===== src/rtl/uart_cmd_ctrl_if.sv =====
// ---------------------------------------------------------------------------
// uart_cmd_ctrl_if
// Bundles the byte-level handshake between the command/report controller and
// the uart_rx / uart_tx cores.
//   uart_rx_data   received byte, valid while uart_rx_done is high
//   uart_rx_done   one-cycle strobe per received byte
//   uart_tx_busy   transmitter busy, high from the cycle after an accepted enable
//   uart_tx_data   byte to transmit, held stable while uart_tx_enable is high
//   uart_tx_enable one-cycle start strobe for the transmitter
// The master modport is the controller's view; the slave modport is the view
// of the UART cores (or a bench standing in for them).
// ---------------------------------------------------------------------------
`timescale 1ns/1ps

interface uart_cmd_ctrl_if;
    logic [7:0] uart_rx_data;
    logic       uart_rx_done;
    logic       uart_tx_busy;
    logic [7:0] uart_tx_data;
    logic       uart_tx_enable;

    modport master (
        input  uart_rx_data,
        input  uart_rx_done,
        input  uart_tx_busy,
        output uart_tx_data,
        output uart_tx_enable
    );

    modport slave (
        output uart_rx_data,
        output uart_rx_done,
        output uart_tx_busy,
        input  uart_tx_data,
        input  uart_tx_enable
    );
endinterface


===== src/rtl/uart_cmd_ctrl.sv =====
// ---------------------------------------------------------------------------
// uart_cmd_ctrl
// Decodes received command bytes into set/clear/toggle operations on an LED
// bank and sends an uptime report frame (0xA5, seconds hi, seconds lo, led)
// over the UART transmitter, either periodically or on request.
//
// Parameters
//   CLK_FREQ    clock frequency in Hz, one seconds tick every CLK_FREQ cycles
//   LED_NUM     number of LED outputs, 1..32
//   REPORT_SEC  seconds between periodic reports, 1..65535
//
// Ports
//   clk_50m_i   system clock
//   reset_n_i   asynchronous reset, active low
//   bus         UART handshake (uart_cmd_ctrl_if.master)
//   led_o       LED state register
//   pps_o       one-cycle pulse on each seconds increment
//
// Build option
//   REPORT_CHECKSUM_EN  when defined, a fifth frame byte carries the XOR of
//                       bytes 0..3; when undefined the frame is four bytes.
// ---------------------------------------------------------------------------
`timescale 1ns/1ps

module uart_cmd_ctrl #(
    parameter logic [31:0] CLK_FREQ   = 32'd50_000_000,
    parameter int          LED_NUM    = 6,
    parameter int          REPORT_SEC = 1
) (
    input  logic               clk_50m_i,
    input  logic               reset_n_i,
    uart_cmd_ctrl_if.master    bus,
    output logic [LED_NUM-1:0] led_o,
    output logic               pps_o
);

`ifdef REPORT_CHECKSUM_EN
    localparam int FRAME_LEN = 5;
`else
    localparam int FRAME_LEN = 4;
`endif

    typedef enum logic [1:0] {IDLE, SEND, GAP, WAIT} state_t;

    logic [31:0]        prescale_q, prescale_d;
    logic [15:0]        seconds_q, seconds_d;
    logic [15:0]        period_q, period_d;
    logic               pps_q, pps_d;
    logic [LED_NUM-1:0] led_q, led_d;
    logic [LED_NUM-1:0] idxMask;
    logic               periodicReq;
    logic               cmdReq;
    logic               reportReq;
    logic [7:0]         ledByte;
    logic [7:0]         frameByte;
    logic               lastByte;

    state_t             state_q;
    logic [2:0]         byteIdx_q;
    logic               pending_q;
    logic [7:0]         txData_q;
    logic               txEnable_q;
    logic [15:0]        snapSec_q;
    logic [7:0]         snapLed_q;

    // Timebase: the prescaler wraps at CLK_FREQ-1 and produces the seconds
    // tick. pps is registered, so seconds already holds the new value in the
    // cycle pps is high; the period counter counts those pulses and flags a
    // periodic report on every REPORT_SEC-th one.
    always_comb begin
        prescale_d = prescale_q + 32'd1;
        seconds_d  = seconds_q;
        pps_d      = 1'b0;
        period_d   = period_q;
        if (prescale_q == CLK_FREQ - 32'd1) begin
            prescale_d = '0;
            seconds_d  = seconds_q + 16'd1;
            pps_d      = 1'b1;
        end
        if (pps_q) begin
            period_d = (period_q == 16'(REPORT_SEC - 1)) ? 16'd0 : period_q + 16'd1;
        end
    end

    assign periodicReq = pps_q && (period_q == 16'(REPORT_SEC - 1));

    // Command decode: the low six bits select one LED through a one-hot mask.
    // An index at or beyond LED_NUM matches no mask bit, so toggle/set/clear
    // of a non-existent LED falls out as a no-op without a separate check.
    always_comb begin
        idxMask = '0;
        for (int i = 0; i < LED_NUM; i++) begin
            idxMask[i] = (bus.uart_rx_data[5:0] == 6'(i));
        end
        led_d  = led_q;
        cmdReq = 1'b0;
        if (bus.uart_rx_done) begin
            case (bus.uart_rx_data[7:6])
                2'b00: led_d = led_q ^ idxMask;
                2'b01: led_d = led_q | idxMask;
                2'b10: led_d = led_q & ~idxMask;
                default: begin
                    case (bus.uart_rx_data)
                        8'hFF:   led_d  = '0;
                        8'hFE:   led_d  = '1;
                        8'hFD:   cmdReq = 1'b1;
                        default: led_d  = led_q;
                    endcase
                end
            endcase
        end
    end

    // A command request and a periodic request in the same cycle collapse
    // into a single report request.
    assign reportReq = periodicReq | cmdReq;

    // Timebase and LED register bank.
    always_ff @(posedge clk_50m_i or negedge reset_n_i) begin
        if (!reset_n_i) begin
            prescale_q <= '0;
            seconds_q  <= '0;
            period_q   <= '0;
            pps_q      <= 1'b0;
            led_q      <= '0;
        end else begin
            prescale_q <= prescale_d;
            seconds_q  <= seconds_d;
            period_q   <= period_d;
            pps_q      <= pps_d;
            led_q      <= led_d;
        end
    end

    // The report carries the low eight LEDs, zero-extended for small banks.
    if (LED_NUM >= 8) begin : g_ledWide
        assign ledByte = led_q[7:0];
    end else begin : g_ledNarrow
        assign ledByte = {{(8 - LED_NUM){1'b0}}, led_q};
    end

    // Frame byte selection from the snapshot taken when the frame started,
    // so LED changes and seconds ticks during the frame do not leak in.
    always_comb begin
        frameByte = 8'h00;
        case (byteIdx_q)
            3'd0: frameByte = 8'hA5;
            3'd1: frameByte = snapSec_q[15:8];
            3'd2: frameByte = snapSec_q[7:0];
            3'd3: frameByte = snapLed_q;
`ifdef REPORT_CHECKSUM_EN
            3'd4: frameByte = 8'hA5 ^ snapSec_q[15:8] ^ snapSec_q[7:0] ^ snapLed_q;
`endif
            default: frameByte = 8'h00;
        endcase
    end

    assign lastByte = (byteIdx_q == 3'(FRAME_LEN - 1));

    // Transmit FSM. A request arriving outside IDLE is remembered in a
    // one-deep pending flag; any number of further requests merge into it.
    // GAP gives the transmitter one cycle to raise busy before WAIT looks
    // at it, so a byte is never mistaken for finished before it started.
    always_ff @(posedge clk_50m_i or negedge reset_n_i) begin
        if (!reset_n_i) begin
            state_q    <= IDLE;
            byteIdx_q  <= '0;
            pending_q  <= 1'b0;
            txData_q   <= '0;
            txEnable_q <= 1'b0;
            snapSec_q  <= '0;
            snapLed_q  <= '0;
        end else begin
            txEnable_q <= 1'b0;
            if (state_q != IDLE && reportReq) begin
                pending_q <= 1'b1;
            end
            case (state_q)
                IDLE: begin
                    if (reportReq || pending_q) begin
                        snapSec_q <= seconds_q;
                        snapLed_q <= ledByte;
                        pending_q <= 1'b0;
                        byteIdx_q <= '0;
                        state_q   <= SEND;
                    end
                end
                SEND: begin
                    if (!bus.uart_tx_busy) begin
                        txData_q   <= frameByte;
                        txEnable_q <= 1'b1;
                        state_q    <= GAP;
                    end
                end
                GAP: begin
                    state_q <= WAIT;
                end
                WAIT: begin
                    if (!bus.uart_tx_busy) begin
                        if (lastByte) begin
                            state_q <= IDLE;
                        end else begin
                            byteIdx_q <= byteIdx_q + 3'd1;
                            state_q   <= SEND;
                        end
                    end
                end
                default: state_q <= IDLE;
            endcase
        end
    end

    assign bus.uart_tx_data   = txData_q;
    assign bus.uart_tx_enable = txEnable_q;
    assign led_o              = led_q;
    assign pps_o              = pps_q;

endmodule


===== src/flat_wrapper.sv =====
// flat-port wrapper written by rule: the top's interface ports become plain ports
module uart_cmd_ctrl_flat 
#(
    parameter logic [31:0] CLK_FREQ   = 32'd50_000_000,
    parameter int          LED_NUM    = 6,
    parameter int          REPORT_SEC = 1
)
  (clk_50m_i, reset_n_i, led_o, pps_o, bus_uart_rx_data, bus_uart_rx_done, bus_uart_tx_busy, bus_uart_tx_data, bus_uart_tx_enable);
  uart_cmd_ctrl_if bus_i ();
  input  logic clk_50m_i;
  input  logic reset_n_i;
  output logic [LED_NUM-1:0] led_o;
  output logic pps_o;
  input wire logic [$bits(bus_i.uart_rx_data)-1:0] bus_uart_rx_data;
  input wire logic [$bits(bus_i.uart_rx_done)-1:0] bus_uart_rx_done;
  input wire logic [$bits(bus_i.uart_tx_busy)-1:0] bus_uart_tx_busy;
  output wire logic [$bits(bus_i.uart_tx_data)-1:0] bus_uart_tx_data;
  output wire logic [$bits(bus_i.uart_tx_enable)-1:0] bus_uart_tx_enable;
  assign bus_i.uart_rx_data = bus_uart_rx_data;
  assign bus_i.uart_rx_done = bus_uart_rx_done;
  assign bus_i.uart_tx_busy = bus_uart_tx_busy;
  assign bus_uart_tx_data = bus_i.uart_tx_data;
  assign bus_uart_tx_enable = bus_i.uart_tx_enable;
  uart_cmd_ctrl #(.CLK_FREQ(CLK_FREQ), .LED_NUM(LED_NUM), .REPORT_SEC(REPORT_SEC)) u_core (.clk_50m_i(clk_50m_i), .reset_n_i(reset_n_i), .bus(bus_i), .led_o(led_o), .pps_o(pps_o));
endmodule

===== config.mk =====
export PLATFORM = sky130hd
export DESIGN_NAME = uart_cmd_ctrl_flat
export DESIGN_NICKNAME = d
export VERILOG_FILES = /design/src/rtl/uart_cmd_ctrl_if.sv /design/src/rtl/uart_cmd_ctrl.sv /design/src/flat_wrapper.sv
export SDC_FILE = /design/constraint.sdc
export NUM_CORES = 1
export LEC_CHECK = 0
export CELL_PAD_IN_SITES_DETAIL_PLACEMENT = 0
export CELL_PAD_IN_SITES_GLOBAL_PLACEMENT = 1
export CORE_MARGIN = 1
export CORE_UTILIZATION = 50
export CTS_CLUSTER_SIZE = 14
export DETAILED_ROUTE_END_ITERATION = 16
export GPL_TIMING_DRIVEN = 0
export HOLD_SLACK_MARGIN = 0.12
export PLACE_DENSITY_LB_ADDON = 0.1
export SYNTH_ARGS = -nofsm -noshare
export SYNTH_HDL_FRONTEND = slang
export SYNTH_SLANG_ARGS = --single-unit

===== constraint.sdc =====
create_clock -name clk_50m_i -period 6.9 [get_ports clk_50m_i]
set_input_delay 0.69 -clock clk_50m_i [delete_from_list [all_inputs] [get_ports clk_50m_i]]
set_output_delay 0.69 -clock clk_50m_i [all_outputs]
set_load 0.03 [all_outputs]

== Yosys cells after proc, flatten, opt, wreduce, memory -nomap -nowiden ==
Cells that the tools add are included.

* Reductions and logical operators: 17
* Bitwise operators: 6
* Eq/ne operators: 21
* $add $sub $neg: 4
* Muxes and demuxes: 23

{| class="wikitable"
|+ Operators by type and width
! kind !! count
|-
| $add 16x1->16 const B || 2
|-
| $add 32x1->32 const B || 1
|-
| $eq 32x26->1 const B || 1
|-
| $mux 32 || 1
|-
| $pmux 8 s4 || 1
|-
| $eq 8x8->1 const B || 3
|-
| $pmux 6 s3 || 1
|-
| $logic_not 16->1 || 1
|-
| $mux 16 || 1
|-
| $eq 6x2->1 const B || 2
|-
| $eq 6x3->1 const B || 2
|-
| $pmux 6 s2 || 1
|-
| $mux 1 || 10
|-
| $mux 3 || 3
|-
| $pmux 2 s4 || 1
|-
| $and 6x6->6 || 1
|-
| $eq 2x2->1 const B || 3
|-
| $eq 3x2->1 const B || 2
|-
| $eq 6x1->1 const B || 1
|-
| $logic_not 6->1 || 1
|-
| $mux 2 || 3
|-
| $ne 2x2->1 const B || 3
|-
| $not 6->6 || 1
|-
| $or 6x6->6 || 1
|-
| other kinds (18) || 24
|}

* Register bits: 108
* Word-level logic and storage cells: 83

== Logic depth before layout (Yosys ltp) ==
* Depth in word-level cells: 9
* Gate-level depth with buffers: 8

== Worst setup path before layout ==
No wires, ideal clock.

* Path kind: input to register
* From: in bus_uart_rx_data[6]
* To: reg u_core.snapSec_q[10]
* Slack: 4.255 ns
* Data arrival time: 2.520 ns
* Buffers on the path: 2
* Stages: 8
* Path through: ha_1 > clkbuf_1 > and4_1 > and4_1 > a211oi_2 > nand2b_1 > buf_2 > mux2_2

* Longest elaborated chain between the ends: 7
* Elaborated cells on any way between the ends: 11
* Those cells by class: eq/ne: 3; mux: 3; bitwise: 1; reduce/logical: 4

{| class="wikitable"
|+ Ends and longest elaborated chain
! what !! RTL line !! source
|-
| from (decl) || flat_wrapper.sv:14 || <nowiki>input wire logic [$bits(bus_i.uart_rx_data)-1:0] bus_uart_rx_data;</nowiki>
|-
| $eq 8x8->1 (tied with other cells) || uart_cmd_ctrl.sv:103 || <nowiki>case (bus.uart_rx_data)</nowiki>
|-
| $mux 1 or $reduce_or 3->1 (tied branches) || - ||
|-
| $mux 1 (*) || uart_cmd_ctrl.sv:98 || <nowiki>case (bus.uart_rx_data[7:6])</nowiki>
|-
| $mux 1 (*) || uart_cmd_ctrl.sv:97 || <nowiki>if (bus.uart_rx_done) begin</nowiki>
|-
| $or 1x1->1 (*) || uart_cmd_ctrl.sv:116 || <nowiki>assign reportReq = periodicReq | cmdReq;</nowiki>
|-
| $logic_or 1x1->1 (*) || uart_cmd_ctrl.sv:180 || <nowiki>if (reportReq || pending_q) begin</nowiki>
|-
| $reduce_and 2->1 (no source line) (*) || - ||
|-
| to (signal assigned) || uart_cmd_ctrl.sv:181 || <nowiki>snapSec_q <= seconds_q;</nowiki>
|-
| to (decl) || uart_cmd_ctrl.sv:63 || <nowiki>logic [15:0] snapSec_q;</nowiki>
|}

Every way passes the cells marked *; elsewhere a longest branch is shown, timed or not.
A chain may end at the register's enable or synchronous reset.

== Final worst setup path ==
* From: in bus_uart_rx_data[6]
* To: reg u_core.snapSec_q[4]

Same word-level chain as after synthesis.

==> impl_metrics.json <==
{
  "cts_tree": "built",
  "min_period_ps": 3150,
  "wl_per_cell_um": 15.4,
  "period_share_pct": 45.7,
  "ir_drop_v": 0.000141,
  "regToRegSetupSlack_ps": 4330,
  "powerDensity_nw_per_um2": 236,
  "fp.coreArea_um2": 10300,
  "synth_edf_count": 0,
  "dieWidth_um": 105,
  "worstSetupStartpoint": "bus_uart_rx_data[6]",
  "rsz0062_at_grt": "false",
  "ctsHoldBuffers": 0,
  "rr_endpoint": "u_core.snapSec_q[4]",
  "grt_pass1_vias": 3729,
  "pwr-share-clk_pct": 28.0,
  "cts_sinks": 108,
  "avgSynthCellArea_um2": 10.8,
  "yosys.cell_types.count": 43,
  "ios": 28,
  "worstMarginPinSlew_ps": 1210,
  "critical_path.endpoint_type": "register",
  "path_buf_inv": 3,
  "drc_errors": 0,
  "clkTransAtPathRegs_ps": 90,
  "clock_latency_ps": 370,
  "cp_slowest_cell": "clkdlybuf4s50_1",
  "cp_num_cells": 9,
  "power.leakage_nw": 2.73,
  "routed_wl_um": 10300,
  "synth.most_common_cell": "dfrtp_1",
  "ys_warn_count": 0,
  "p_switching_mw": 0.424,
  "stdcell_count": 668,
  "grt_max_degree": 65,
  "antenna_found_initial": 0,
  "routed_via_density": 5.57,
  "cts_resized": 0,
  "max_slew_margin_pct": 18.6,
  "synthArstFlopShare_pct": 100,
  "timing_hold_violations_final": 0,
  "pwr-share-seq_pct": 50.2,
  "synthFlopType": "dfrtp_1",
  "maxCapViolCount": 0,
  "path_common_cell": "and4_1",
  "run_status": "completed",
  "num_vias": 3723,
  "slew_viol_final": 0,
  "cp.required_ps": 7170,
  "dp_cells": 653,
  "max_stage_delay_ps": 450,
  "cp_max_fo": 10,
  "yosysSeqAreaShare_pct": 51.1,
  "cts.root.buffer_cell": "clkbuf_8",
  "synth_area_leader_cell": "dfrtp_1",
  "synthTopCellsByArea": "dfrtp_1, ha_1, xnor2_1",
  "place_area_um2": 5750,
  "crit_type": "in2reg",
  "synth-seq-cells": 108,
  "h-tree-depth": 3,
  "nets": 569,
  "setup_violations": 0,
  "grt_overflow": 0,
  "drt_iter0_drc": 142,
  "r2r_cells": 8,
  "arrival_ps": 3420,
  "synth_top_cell_area_share_pct": 51.1,
  "cts.repair_timing.setup_buffer_count": 0,
  "row_count": 37,
  "startpoint_type": "primary input",
  "min_path_type": "in2async",
  "io_buffers": 27,
  "dp_slack_ps": 3350,
  "fin_ws_ps": 3750,
  "ctsLongestPathBuffers": 2,
  "crit_family": "buffers and inverters",
  "die_h_um": 105,
  "drive_gt1_share_pct": 8.46,
  "fillCellCount": 950,
  "syn_inst": 489,
  "clock.fmax_mhz": 317,
  "yosys-top-cells-count": "dfrtp_1, xnor2_1, nand3_1, o21ai_0",
  "fp.dieArea_um2": 11000,
  "fin_tns_setup_ps": 0,
  "hpwl_um": 7430,
  "intPower_mw": 0.979,
  "fin_total_pwr_mw": 1.40,
  "reg2reg_from": "u_core.period_q[0]",
  "antenna_cells": 0,
  "skew_ps": 9.59,
  "synth_fp_nets": 530,
  "pwr-share-comb_pct": 21.8,
  "fin_area_um2": 5950,
  "syn2layout_area_growth_pct": 12.6,
  "sw_frac_of_total_pct": 30.2,
  "ant_nets": 0,
  "numCtsBuffers": 9,
  "grt_pass1_wl_um": 18200,
  "gp_congestion": 0.795,
  "syn_area_um2": 5290,
  "initial_utilization_pct": 51.5,
  "cp_cell_sequence": "clkdlybuf4s50_1 > ha_1 > clkbuf_1 > and4_1 > and4_1 > a211oi_2 > nand2b_1 > buf_2 > mux2_2",
  "first_pass_iters": 4,
  "multi_input_area_um2": 2450,
  "crit_end": "u_core.snapSec_q[4]",
  "regArea_um2": 2700,
  "gr-usage-all-layers_pct": 21.0
}
-- metrics by stage --
step                      hold slack (ps)  utilization [%]
after detailed placement              461             56.0
after global placement                461             55.7
final                                 307             57.9
after floorplan                       394                -
after global routing                  348             57.9
after CTS                             331             57.9
-- registers in the layout (all words and copies together) (netlist names) --
signal	flops
u_core.snapSec_q	16
u_core.byteIdx_q	3
u_core.bus.uart_tx_enable	1
u_core.bus.uart_tx_data	8
u_core.period_q	16
u_core.led_o	6
u_core.state_q	2
u_core.pps_o	1
u_core.prescale_q	32
u_core.snapLed_q	6
u_core.seconds_q	16
u_core.pending_q	1
-- power by group through the flow --
stage          Combinational [mW]  Sequential [mW]  Clock [mW]
3_3_place_gp                0.298            0.717           0
2_1_floorplan               0.153            0.754           0
3_5_place_dp                0.309            0.719           0
6_report                    0.306            0.705       0.392
5_1_grt                     0.347            0.712       0.431
4_1_cts                     0.310            0.706       0.408
-- cells by family after synthesis --
group,share of synthesized area (%)
xor gates and xnor gates,9.44
muxes,4.09
buffers and inverters,2.53
and+or+nand+nor,18.2
AOI/OAI and AO/OA,7.74
adders and majority gates,6.86
DFF,51.1
-- final cells by class --
class,count,share of cell area (%)
plain buffers,10,0.735
clock buffers,11,2.54
clock inverters,4,0.820
inverters,24,1.51
multi-input cells,347,41.2
flip-flops and latches,108,45.4
well taps,136,2.86
repair buffers,28,4.96
-- worst min-delay path by stage --
stage,end,cells past startpoint,slack (ps),startpoint
final,u_core.period_q[6],1,310,reset_n_i
after global routing,u_core.period_q[12],1,350,reset_n_i
after CTS,u_core.period_q[11],1,330,reset_n_i
after detailed placement,u_core.seconds_q[15],1,460,u_core.seconds_q[15]
after global placement,u_core.seconds_q[15],1,460,u_core.seconds_q[15]
after floorplan,u_core.bus.uart_tx_data[0],0,390,reset_n_i
-- cell usage in the layout (no fill, tap or decap), types with 11 or more instances in the layout --
cell               n
and3_1            14
xor2_1            20
inv_1             24
nand4_1           15
o21ai_0           33
nor2_1            32
nand3_1           36
mux2_2            17
clkbuf_8          11
nor3_1            13
nand2_1           32
xnor2_1           37
clkdlybuf4s50_1   26
ha_1              29
dfrtp_1          108
-- layer usage --
layer	track usage, %	up-vias	routed length, um
li1	-	1807	-
met1	28.6	1865	4940
met2	33.5	40	5000
met3	4.05	11	252
met4	7.44	0	106
met5	0	-	0
Note: power is estimated with default switching activity, not from simulation.
